**config.mk**
```make
export PLATFORM = sky130hd
export DESIGN_NAME = seg_scan_ctrl
export DESIGN_NICKNAME = d
export VERILOG_FILES = /design/src/rtl/seg_pkg.sv /design/src/rtl/seg_hex_decoder.sv /design/src/rtl/seg_scan_ctrl.sv
export SDC_FILE = /design/constraint.sdc
export NUM_CORES = 1
export LEC_CHECK = 0
export ABC_AREA = 1
export CORE_ASPECT_RATIO = 1.1
export CORE_MARGIN = 2
export CORE_UTILIZATION = 43
export DETAILED_ROUTE_END_ITERATION = 7
export PLACE_DENSITY = 0.77
export SETUP_SLACK_MARGIN = 0.02
export SLEW_MARGIN = 20
export SYNTH_ARGS = -nofsm -noshare
export SYNTH_HDL_FRONTEND = slang
export SYNTH_SLANG_ARGS = --single-unit
```
**constraint.sdc**
```tcl
create_clock -name clk -period 4.7 [get_ports clk]
set_input_delay 0.705 -clock clk [delete_from_list [all_inputs] [get_ports clk]]
set_output_delay 0.705 -clock clk [all_outputs]
set_load 0.005 [all_outputs]
```
**src/rtl/seg_pkg.sv**
```systemverilog
// Shared constants for the multiplexed 7-segment scanner: hex glyph table,
// blank pattern and the number of brightness sub-slots per digit dwell.
package seg_pkg;

    localparam int SUB_SLOTS = 16;

    localparam logic [7:0] SEG_BLANK = 8'h00;

    // Active-high {dp,g,f,e,d,c,b,a}; entry n is the glyph for hex digit n.
    localparam logic [15:0][7:0] HEX_SEG = {
        8'h71, 8'h79, 8'h5E, 8'h39, 8'h7C, 8'h77, 8'h6F, 8'h7F,
        8'h07, 8'h7D, 8'h6D, 8'h66, 8'h4F, 8'h5B, 8'h06, 8'h3F
    };

endpackage

```
**src/rtl/seg_hex_decoder.sv**
```systemverilog
// Hex nibble to active-high 7-segment pattern with decimal point and
// blanking; output polarity is left to the caller.
module seg_hex_decoder
    import seg_pkg::*;
(
    input  logic [3:0] nibble,
    input  logic       dp,
    input  logic       blank,
    output logic [7:0] pattern
);

    always_comb begin
        pattern = SEG_BLANK;
        if (!blank) begin
            pattern = {dp, HEX_SEG[nibble][6:0]};
        end
    end

endmodule

```
**src/rtl/seg_scan_ctrl.sv**
```systemverilog
// Multiplexed 7-segment display scanner: double-buffered digit data, leading
// zero blanking, per-digit blink and 16-step PWM brightness on the digit select.
module seg_scan_ctrl
    import seg_pkg::*;
#(
    parameter int CLK_HZ     = 50_000_000,
    parameter int SCAN_HZ    = 1_000,
    parameter int N_DIGITS   = 8,
    parameter int ACTIVE_LOW = 1,
    parameter int BLINK_HZ   = 2
) (
    input  logic                    clk,
    input  logic                    rst,
    input  logic [4*N_DIGITS-1:0]   digits_in,
    input  logic [N_DIGITS-1:0]     dp_in,
    input  logic [N_DIGITS-1:0]     blink_in,
    input  logic                    lz_blank,
    input  logic [3:0]              bright,
    input  logic                    load,
    output logic [7:0]              seg,
    output logic [N_DIGITS-1:0]     sel,
    output logic                    frame_done
);

    localparam int DWELL      = CLK_HZ / SCAN_HZ;
    localparam int SLOT_LEN   = DWELL / SUB_SLOTS;
    localparam int BLINK_HALF = CLK_HZ / (2 * BLINK_HZ);
    localparam int SW         = (SLOT_LEN > 1) ? $clog2(SLOT_LEN) : 1;
    localparam int BW         = (BLINK_HALF > 1) ? $clog2(BLINK_HALF) : 1;
    localparam int IW         = $clog2(N_DIGITS);
    localparam logic POL      = (ACTIVE_LOW != 0);
    localparam logic [IW-1:0] LAST = IW'(N_DIGITS - 1);

    // The dwell counter is kept as {slot_idx, slot_cnt} so the sub-slot
    // index is available without dividing by a non-power-of-two.
    logic [SW-1:0]           slot_cnt;
    logic [3:0]              slot_idx;
    logic [IW-1:0]           digit_idx;
    logic [BW-1:0]           blink_cnt;
    logic                    blink_on;
    logic [3:0]              bright_q;

    logic [4*N_DIGITS-1:0]   pend_digits, disp_digits;
    logic [N_DIGITS-1:0]     pend_dp, disp_dp;
    logic [N_DIGITS-1:0]     pend_blink, disp_blink;
    logic                    pending;

    logic                    slot_end, dwell_end, dwell_start, frame_wrap;
    logic [N_DIGITS-1:0]     lead_zero;
    logic                    lz_run;
    logic [IW-1:0]           pos;
    logic [3:0]              cur_nib;
    logic                    cur_dp;
    logic                    blank_cur;
    logic [3:0]              bright_eff;
    logic [N_DIGITS-1:0]     sel_hi;
    logic [7:0]              pattern;

    assign slot_end    = (slot_cnt == SW'(SLOT_LEN - 1));
    assign dwell_end   = slot_end && (slot_idx == 4'(SUB_SLOTS - 1));
    assign dwell_start = (slot_cnt == '0) && (slot_idx == '0);
    assign frame_wrap  = dwell_end && (digit_idx == LAST);

    // lead_zero[i]: digits 0..i are all zero with no decimal point.
    always_comb begin
        lead_zero = '0;
        lz_run    = 1'b1;
        for (int i = 0; i < N_DIGITS; i++) begin
            lz_run = lz_run && (disp_digits[4*(N_DIGITS-1-i) +: 4] == 4'h0)
                            && !disp_dp[N_DIGITS-1-i];
            lead_zero[i] = lz_run;
        end
    end

    always_comb begin
        pos        = LAST - digit_idx;
        cur_nib    = disp_digits[4*pos +: 4];
        cur_dp     = disp_dp[pos];
        blank_cur  = (lz_blank && (digit_idx != LAST) && lead_zero[digit_idx])
                   || (!blink_on && disp_blink[pos]);
        // bright is taken live on the first cycle of a dwell, then held.
        bright_eff = dwell_start ? bright : bright_q;
        sel_hi     = '0;
        if ((bright_eff == 4'd15) || (slot_idx < bright_eff)) begin
            sel_hi[pos] = 1'b1;
        end
    end

    seg_hex_decoder u_dec (
        .nibble  (cur_nib),
        .dp      (cur_dp),
        .blank   (blank_cur),
        .pattern (pattern)
    );

    always_ff @(posedge clk or posedge rst) begin
        if (rst) begin
            slot_cnt    <= '0;
            slot_idx    <= '0;
            digit_idx   <= '0;
            blink_cnt   <= '0;
            blink_on    <= 1'b1;
            bright_q    <= '0;
            pend_digits <= '0;
            pend_dp     <= '0;
            pend_blink  <= '0;
            pending     <= 1'b0;
            disp_digits <= '0;
            disp_dp     <= '0;
            disp_blink  <= '0;
            frame_done  <= 1'b0;
            seg         <= {8{POL}};
            sel         <= {N_DIGITS{POL}};
        end else begin
            slot_cnt <= slot_end ? '0 : slot_cnt + 1'b1;
            if (slot_end) begin
                slot_idx <= slot_idx + 1'b1;
            end
            if (dwell_end) begin
                digit_idx <= (digit_idx == LAST) ? '0 : digit_idx + 1'b1;
            end
            if (dwell_start) begin
                bright_q <= bright;
            end

            if (blink_cnt == BW'(BLINK_HALF - 1)) begin
                blink_cnt <= '0;
                blink_on  <= ~blink_on;
            end else begin
                blink_cnt <= blink_cnt + 1'b1;
            end

            // A load landing on the wrap cycle refills pending after the
            // old contents move to the display, so it waits one more frame.
            if (frame_wrap && pending) begin
                disp_digits <= pend_digits;
                disp_dp     <= pend_dp;
                disp_blink  <= pend_blink;
            end
            if (load) begin
                pend_digits <= digits_in;
                pend_dp     <= dp_in;
                pend_blink  <= blink_in;
                pending     <= 1'b1;
            end else if (frame_wrap) begin
                pending     <= 1'b0;
            end

            frame_done <= frame_wrap;
            seg        <= POL ? ~pattern : pattern;
            sel        <= POL ? ~sel_hi : sel_hi;
        end
    end

endmodule
```
### Word-level counts from Yosys, hierarchy flattened

Memories as Yosys holds them, arrays and structs flattened.
Index checks and enable logic that the tools add are counted.
W data, S select, Z words.

| word-level totals | value |
|---|---|
| register bits | 162 |
| bits in read-only memories | 128 |
| bits of input ports | 56 |
| output and inout port bits | 17 |
| memories kept | 1 |

Memories:

| memory | depth | bits a word | read ports | clocked after memory_dff | write ports | line | RTL |
|---|---|---|---|---|---|---|---|
| (name not given) | 16 | 8 | 1 | 0 | 0 | seg_hex_decoder.sv:15 | `pattern = {dp, HEX_SEG[nibble][6:0]};` |

| cells by class | value |
|---|---|
| add/sub/neg operators | 5 |
| order comparisons | 5 |
| eq/ne operators | 6 |
| shift operators | 1 |
| multiplexer cells | 17 |
| bitwise logic cells | 3 |
| reductions and logical operators | 45 |

Operators by type and width:

| kind | count |
|---|---|
| $logic_not A4 Y1 | 9 |
| $shiftx A32 B6 Y4 | 1 |
| $add A24 B1 Y24 const B | 1 |
| $eq A24 B24 Y1 const B | 1 |
| $mux W24 | 1 |
| $logic_and A1 B1 Y1 | 23 |
| $mux W8 | 2 |
| $not A8 Y8 | 2 |
| $add A12 B1 Y12 const B | 1 |
| $eq A12 B12 Y1 const B | 1 |
| $logic_not A12 Y1 | 1 |
| $mux W12 | 1 |
| $bmux W1 S3 | 3 |
| $logic_not A1 Y1 | 9 |
| $eq A4 B4 Y1 const B | 2 |
| $lt A3 B4 Y1 const B | 2 |
| $mux W7 | 1 |
| $mux W1 | 6 |
| $lt A4 B5 Y1 const B | 1 |
| $add A4 B1 Y4 const B | 1 |
| $lt A4 B4 Y1 | 1 |
| $mux W4 | 1 |
| $add A3 B1 Y3 const B | 1 |
| $demux W1 S3 | 1 |
| 8 further kinds | 9 |

### Depth between registers and ports, before layout

Gate-level depths: netlist of run 1.

| logic depth | value |
|---|---|
| word-level depth | 22 |
| mapped depth | 17 |
| depth with buffers taken out | 17 |

### Hierarchy

From an unflattened synthesis of run 1, not the netlist that was laid out.

| unflattened totals | value |
|---|---|
| cell total of the unflattened synthesis | 902 |
| area total of the unflattened synthesis | 7709.9 um^2 |

Modules (own cells, without submodules):

| module | times used | cells each | area each (um^2) | sequential area each (um^2) |
|---|---|---|---|---|
| seg_scan_ctrl | 1 | 853 | 7402.1 | 4075.2 |
| seg_hex_decoder | 1 | 49 | 307.8 | 0.0 |

### Worst setup path before layout of run 1

Ideal clock, no wire load.

| timing | value |
|---|---|
| kind | register -> register |
| start point | register slot_cnt[0] |
| end point | register sel[4] |
| library setup time | 0.083 ns |
| data arrival time | 1.870 ns |
| slack | 2.747 ns |
| cell stages (with the launch flop) | 15 |
| path through | dfrtp_1 -> inv_1 -> ha_1 -> inv_1 -> nor2_1 -> nand2_1 -> nor2_2 -> nand2_2 -> o21ai_0 -> inv_1 -> ha_1 -> a21oi_1 -> nand2_1 -> nand2_2 -> nand2_1 |

| between the ends | value |
|---|---|
| longest elaborated chain between the ends | 7 |

Ends and longest elaborated chain:

| item | line | RTL |
|---|---|---|
| from (decl) | seg_scan_ctrl.sv:36 | `logic [SW-1:0] slot_cnt;` |
| from (signal assigned) | seg_scan_ctrl.sv:115 | `slot_cnt <= slot_end ? '0 : slot_cnt + 1'b1;` |
| $logic_not A12 Y1 (*) | seg_scan_ctrl.sv:61 | `assign dwell_start = (slot_cnt == '0) && (slot_idx == '0);` |
| $logic_and A1 B1 Y1 (*) | seg_scan_ctrl.sv:61 |  |
| $mux W4 (*) | -- |  |
| via bright_eff[3] | seg_scan_ctrl.sv:55 | `logic [3:0] bright_eff;` |
| $lt A4 B4 Y1 / $eq A4 B4 Y1 (equally long branches) | seg_scan_ctrl.sv:84 | `if ((bright_eff == 4'd15) \|\| (slot_idx < bright_eff)) begin` |
| $logic_or A1 B1 Y1 (*) | seg_scan_ctrl.sv:84 |  |
| $mux W8 (*) | seg_scan_ctrl.sv:84 |  |
| $not A8 Y8 (*) | seg_scan_ctrl.sv:151 | `sel <= POL ? ~sel_hi : sel_hi;` |
| to (signal assigned) | seg_scan_ctrl.sv:113 | `sel <= {N_DIGITS{POL}};` |
| to (signal assigned) | seg_scan_ctrl.sv:151 |  |
| to (decl) | seg_scan_ctrl.sv:21 | `output logic [N_DIGITS-1:0] sel,` |

Mark *: on every way through the listed nets, which the timed path passes. The rest lies on a longest branch.
A chain may end at the register's enable or synchronous reset.

### Worst setup path in the final report of run 1

| timing | value |
|---|---|
| start point | register digit_idx[0] |
| end point | register disp_digits[20] |

| between the ends | value |
|---|---|
| longest elaborated chain between the ends | 3 |

Ends and longest elaborated chain:

| item | line | RTL |
|---|---|---|
| from (decl) | seg_scan_ctrl.sv:38 | `logic [IW-1:0] digit_idx;` |
| from (signal assigned) | seg_scan_ctrl.sv:120 | `digit_idx <= (digit_idx == LAST) ? '0 : digit_idx + 1'b1;` |
| $eq A3 B3 Y1 | seg_scan_ctrl.sv:62 | `assign frame_wrap = dwell_end && (digit_idx == LAST);` |
| $logic_and A1 B1 Y1 | seg_scan_ctrl.sv:62 |  |
| $logic_and A1 B1 Y1 | seg_scan_ctrl.sv:135 | `if (frame_wrap && pending) begin` |
| to (signal assigned) | seg_scan_ctrl.sv:136 | `disp_digits <= pend_digits;` |
| to (decl) | seg_scan_ctrl.sv:43 | `logic [4*N_DIGITS-1:0] pend_digits, disp_digits;` |

Every way passes these cells.

==> impl_metrics.csv, run 1 <==
group,metric,value,unit
outcome,status,"completed",
timing,rsz0062_at_grt,"no",
die,dieHeight,144.6,µm
global_route,grt_max_degree,89,
die,dieArea,19050,µm²
power_and_ir_drop,p_sw_share,23.10,%
timing,fin_setup_tns,0,ps
hold_path,hold_start,"slot_cnt[0]",
global_route,globalRoute.totalOverflow,0,
logic_synthesis,synth_xor_xnor_area_share,1.814,%
cells_and_area,areaGrowthSynthToFinish,19.65,%
global_route,grt_pass1_wl,28.52,mm
hold_path,whs_path_depth,1,
worst_setup_path,startpoint_type,"flop",
worst_setup_path,cp-startpoint,"digit_idx[0]",
global_route,antenna_found_initial,0,
placed_design,place_ws,1619,ps
drt,drcViolationCount,0,
placed_design,dp_hpwl,11.86,mm
worst_setup_path,cp_data_arrival_time,3320,ps
worst_setup_path,r2r_slack,1650,ps
worst_setup_path,crit_required,4970,ps
power_and_ir_drop,p_leak,4.728,nW
timing,worst_pin_slew,922.8,ps
global_route,grt_pass1_vias,6019,
cells_and_area,layout_commonest_cell,"nand2_1",
clock_tree,cts_setup_buffers,0,
logic_synthesis,postSynth.asyncResetShare,100.0,%
cells_and_area,fill_cells,1669,
clock_tree,cts_resized,0,
timing,fin_ws,1649,ps
clock_tree,clk_transition_reported_paths,60,ps
logic_synthesis,yosys.area_share.simple,30.71,%
worst_setup_path,path_class,"flop to flop",
global_route,track_usage,18.58,%
die,initial_core_util,43.70,%
power_and_ir_drop,ir_drop,0.2490,mV
logic_synthesis,synth-edff-count,0,
logic_synthesis,synth.distinct_cells,38,
power_and_ir_drop,power_frac_clock,46.9,%
drt,via_count,6219,
logic_synthesis,synth.mux.area_fraction,0,%
timing,fmax,327.8,MHz
die,die_w,131.8,µm
logic_synthesis,synth_fa_ha_area_share,2.430,%
power_and_ir_drop,p_sw,0.6972,mW
drt,routed_wl,16.69,mm
logic_synthesis,seq_area_frac_synth,52.76,%
timing,max_slew_margin,38.48,%
hold_path,hold_class,"flop to flop",
logic_synthesis,syn_avg_cell_area,7.914,µm²
cells_and_area,fin_nets,1117,
timing,hold_viol_final,0,
logic_synthesis,syn_inst,976,
cells_and_area,diodes,0,
drt,first_iter_violations,537,
clock_tree,cts_root_buf,"clkbuf_16",
logic_synthesis,synth_seq_cells,162,
power_and_ir_drop,power_frac_seq,48.4,%
clock_tree,cts_tree,"built",
logic_synthesis,synth_top_flop_cell,"dfrtp_1",
logic_synthesis,synthesis.nets,1047,
cells_and_area,layoutNonFillerInstCount,1297,
worst_setup_path,cp_max_fo,61,
run,cap_violations,0,
timing,hold_ws,462.5,ps
power_and_ir_drop,p_comb_share,4.6,%
die,core_area,17680,µm²
logic_synthesis,ys_warn_count,0,
drt,routedWlPerCell,12.87,µm
logic_synthesis,syn_area,7724,µm²
worst_setup_path,rr_startpoint,"digit_idx[0]",
placed_design,portBuffers,72,
worst_setup_path,r2r_end,"disp_digits[20]",
worst_setup_path,r2r_cells,7,
clock_tree,clock_latency,430,ps
timing,slew_viol_final,0,
clock_tree,htree_levels,4,
clock_tree,cts.sinks,162,
die,num_io_pins,73,
clock_tree,numCtsBuffers,17,
timing,finalSetupViolations,0,
cells_and_area,drive_gt1_share,8.310,%
clock_tree,cts_hold_buf,0,
drt,ant_nets,0,
timing,fin_skew,7.658,ps
drt,first_pass_iters,5,
logic_synthesis,synth_compound_area_share,5.346,%
logic_synthesis,synth_top_family_by_area,"simple AND/OR/NAND/NOR gates",
hold_path,whs_endpoint,"slot_cnt[0]",
timing,fin_crit,3051,ps
power_and_ir_drop,power.density,326.6,nW/µm²
cells_and_area,final_cell_mix,"nand2_1, dfrtp_1, inv_1, nor2_1, clkdlybuf4s50_1",
timing,fin_crit_sh,64.91,%
placed_design,dp_cells,1265,
clock_tree,cts_max_path_buffers,2,
worst_setup_path,cp-end-kind,"flop",
power_and_ir_drop,p_int,2.321,mW
drt,viasPerCell,4.795,
die,rows,51,
placed_design,gp_congestion,0.8894,
power_and_ir_drop,power,3.019,mW
==> kinds of logic (layout without fill, tap and decap cells) <==
family | after synthesis | in the layout
xor gates and xnor gates | 16 | 16
and+or+nand+nor | 582 | 582
adders and majority gates | 15 | 15
buffers and inverters | 125 | 208
AOI/OAI and AO/OA | 76 | 76
DFF | 162 | 162
==> cell usage after synthesis, types with 14 or more instances <==
library cell  instances  area (µm²)
nand2_1             416        1562
dfrtp_1             145        3628
inv_1                93       349.1
nor2_1               74       277.8
o21ai_0              28       140.1
nand3_1              27       135.1
nor3_1               23       115.1
a21oi_1              20       100.1
dfstp_2              17       446.7
o21ai_1              17       85.08
ha_1                 15       187.7
nand4_1              14       87.58
==> sequential cells by signal (all words and copies together), names as in the netlist <==
signal	flops
disp_blink	8
slot_idx	4
slot_cnt	12
pend_digits	32
blink_on	1
disp_digits	32
blink_cnt	24
pending	1
disp_dp	8
frame_done	1
pend_dp	8
sel	8
bright_q	4
pend_blink	8
seg	8
digit_idx	3
==> final cells by class <==
cell class              count  area [µm²]  area share [%]
clock inverters            14       168.9           1.828
multi-input cells         689        3113           33.69
flip-flops and latches    162        4075           44.10
clock buffers              18       439.2           4.752
well taps                 238       297.8           3.222
repair buffers             76       763.2           8.259
inverters                 100       384.1           4.157
==> per-layer routing <==
metal | share of wire, % | global-route usage, %
met5 | 0 | 0
met4 | 1.4 | 5.320
met3 | 4.2 | 4.066
met2 | 49 | 31.88
met1 | 46 | 23.89
==> critical path, stage by stage (launching register included) <==
cell	delay [ps]
dfrtp_1	770
ha_1	250
ha_1	130
inv_1	80
nor2_1	180
nand2_2	410
inv_2	840
o21ai_0	180
==> per-stage QoR <==
step,util (%),area [µm²]
global route,52.28,9241
finish,52.28,9241
CTS,52.28,9241
global placement,48.84,8633
detailed placement,48.84,8633
floorplan,-,7727
==> how the worst max path moves through the flow <==
stage	to	slack [ps]	cells past startpoint
2_1_floorplan	blink_cnt[0]	1950	1
3_3_place_gp	disp_dp[4]	1800	7
3_5_place_dp	disp_digits[20]	1620	7
4_1_cts	disp_digits[20]	1600	7
5_1_grt	disp_digits[20]	1320	7
6_report	disp_digits[20]	1650	7
==> power by group through the flow <==
stage               Combinational [mW]  Clock (mW)  Sequential, mW
floorplan                       0.0697           0            1.48
CTS                              0.144        1.44            1.46
finish                           0.139        1.42            1.46
global route                     0.162        1.51            1.47
global placement                 0.140           0            1.49
detailed placement               0.144           0            1.49
(Power assumes the default switching activity.)
==> inputs of run 2 (changes only) <==
==> constraint.sdc (replaced) <==
create_clock -name clk -period 2.71 [get_ports clk]
set_input_delay 0.4065 -clock clk [delete_from_list [all_inputs] [get_ports clk]]
set_output_delay 0.4065 -clock clk [all_outputs]
set_load 0.005 [all_outputs]
==> run 2 against run 1 <==
Net effect: register-to-register slack worse by 1200 ps; first-iteration DRC count up 9.5%; critical endpoint is now sel[7]; maximum frequency up 36%; core utilization up 0.48 points; clock skew up 4.1 ps; cell count up 0.62%; sequential share of layout area down 0.40 points; combinational power up 84%; sequential power up 73%; highest routed layer unchanged; critical path depth up 9; critical path type unchanged.
==> impl_metrics.csv, run 2 (synthesized netlist as in run 1, its figures left out) <==
group,metric,value,unit
outcome,status,"completed",
drt,drcViolationCount,0,
timing,finalSetupViolations,0,
cells_and_area,largestRegisters,"disp_digits: 32 flops, pend_digits: 32 flops, blink_cnt: 24 flops",
placed_design,dp_hpwl,12.35,mm
timing,worst_pin_slew,616.8,ps
drt,ant_nets,0,
clock_tree,cts_resized,0,
worst_setup_path,crit_required,3060,ps
power_and_ir_drop,power,5.186,mW
cells_and_area,fin_util,52.76,%
cells_and_area,multi_input_area,3113,µm²
clock_tree,clk_transition_reported_paths,70,ps
cells_and_area,areaGrowthSynthToFinish,20.75,%
die,die_w,131.8,µm
clock_tree,htree_levels,4,
die,core_area,17680,µm²
placed_design,dp_cells,1273,
timing,fin_crit,2241,ps
die,rows,51,
cells_and_area,fin_area,9326,µm²
timing,fin_skew,11.81,ps
power_and_ir_drop,ir_drop,0.4581,mV
global_route,track_usage,19.31,%
clock_tree,cts_root_buf,"clkbuf_16",
drt,via_count,6300,
placed_design,place_ws,471.6,ps
timing,fin_setup_tns,0,ps
timing,fin_crit_sh,82.71,%
cells_and_area,diodes,0,
clock_tree,numCtsBuffers,17,
clock_tree,cts_tree,"built",
timing,hold_ws,426.3,ps
worst_setup_path,startpoint_type,"flop",
drt,first_iter_violations,588,
timing,slew_viol_final,0,
power_and_ir_drop,power.density,556.1,nW/µm²
run,cap_violations,0,
timing,max_slew_margin,58.79,%
worst_setup_path,cp_max_fo,8,
die,initial_core_util,43.70,%
timing,rsz0062_at_grt,"no",
die,num_io_pins,73,
placed_design,portBuffers,72,
cells_and_area,drive_gt1_share,8.716,%
drt,viasPerCell,4.828,
cells_and_area,layoutNonFillerInstCount,1305,
clock_tree,cts_max_path_buffers,2,
cells_and_area,seqCellArea,4075,µm²
power_and_ir_drop,p_leak,4.769,nW
cells_and_area,layout_commonest_cell,"nand2_1",
clock_tree,cts_setup_buffers,0,
placed_design,dpl-instance-area,8731,µm²
worst_setup_path,cp_data_arrival_time,2590,ps
die,dieHeight,144.6,µm
clock_tree,clock_latency,420,ps
timing,hold_viol_final,0,
drt,first_pass_iters,5,
cells_and_area,fin_nets,1125,
global_route,antenna_found_initial,0,
cells_and_area,fill_cells,1688,
die,dieArea,19050,µm²
global_route,grt_pass1_vias,6195,
drt,routed_wl,16.97,mm
clock_tree,cts_hold_buf,0,
clock_tree,cts.sinks,162,
placed_design,gp_congestion,0.9178,
timing,fmax,446.2,MHz
worst_setup_path,cp-end-kind,"flop",
global_route,globalRoute.totalOverflow,0,
timing,fin_ws,468.6,ps
drt,routedWlPerCell,13.00,µm
global_route,grt_max_degree,50,
global_route,grt_pass1_wl,29.52,mm
cells_and_area,final_cell_mix,"nand2_1, dfrtp_1, inv_1, nor2_1, clkdlybuf4s50_1",
worst_setup_path,path_class,"flop to flop",
hold_path,hold_class,"input pin to asynchronous set/reset pin",
==> run 2: worst paths after layout <==
check                           slack, ps        start  cells after the start           end
worst max-delay path                  470  slot_cnt[0]                     16        sel[7]
worst min-delay path                  430          rst                      2  slot_cnt[10]
worst max register to register        470  slot_cnt[0]                     16        sel[7]
worst min register to register        470  slot_cnt[0]                      1   slot_cnt[0]
max in group asynchronous            1650          rst                      3        seg[6]
min in group clk                      470  slot_cnt[0]                      1   slot_cnt[0]
==> run 2: worst max-delay path: stages, from the launching register on <==
cell and delay, ps:
dfrtp_1 400, inv_1 80, ha_1 140, inv_1 60, nor2_1 80, nand2_1 60
nor2_2 110, nand2_2 100, o21ai_0 310, inv_1 90, ha_1 280, nand2_1 60
nand2_1 40, nand2_1 50, nand2_1 60, nand2_2 160, nand2_1 80
==> run 2: layer usage <==
| layer | track usage [%] | wire, µm | vias up |
|---|---|---|---|
| met1 | 24.78 | 7646 | 2928 |
| met4 | 6.007 | 288 | 0 |
| li1 | - | - | 3189 |
| met5 | 0 | 0 | - |
| met2 | 32.65 | 8263 | 155 |
| met3 | 4.557 | 768 | 28 |
==> run 2: power breakdown <==
part / internal, mW / switching [mW] / leakage (nW) / total [mW]
registers: 2.49 / 0.0397 / 2.08 / 2.53
clock network: 1.40 / 0.993 / 0.288 / 2.40
logic: 0.126 / 0.129 / 2.41 / 0.256
==> run 2: final cells by class <==
type	instances	share of cell area, %
clock buffers	20	4.789
clock inverters	12	1.596
inverters	100	4.119
multi-input cells	689	33.38
flip-flops and latches	162	43.69
well taps	238	3.193
repair buffers	84	9.230
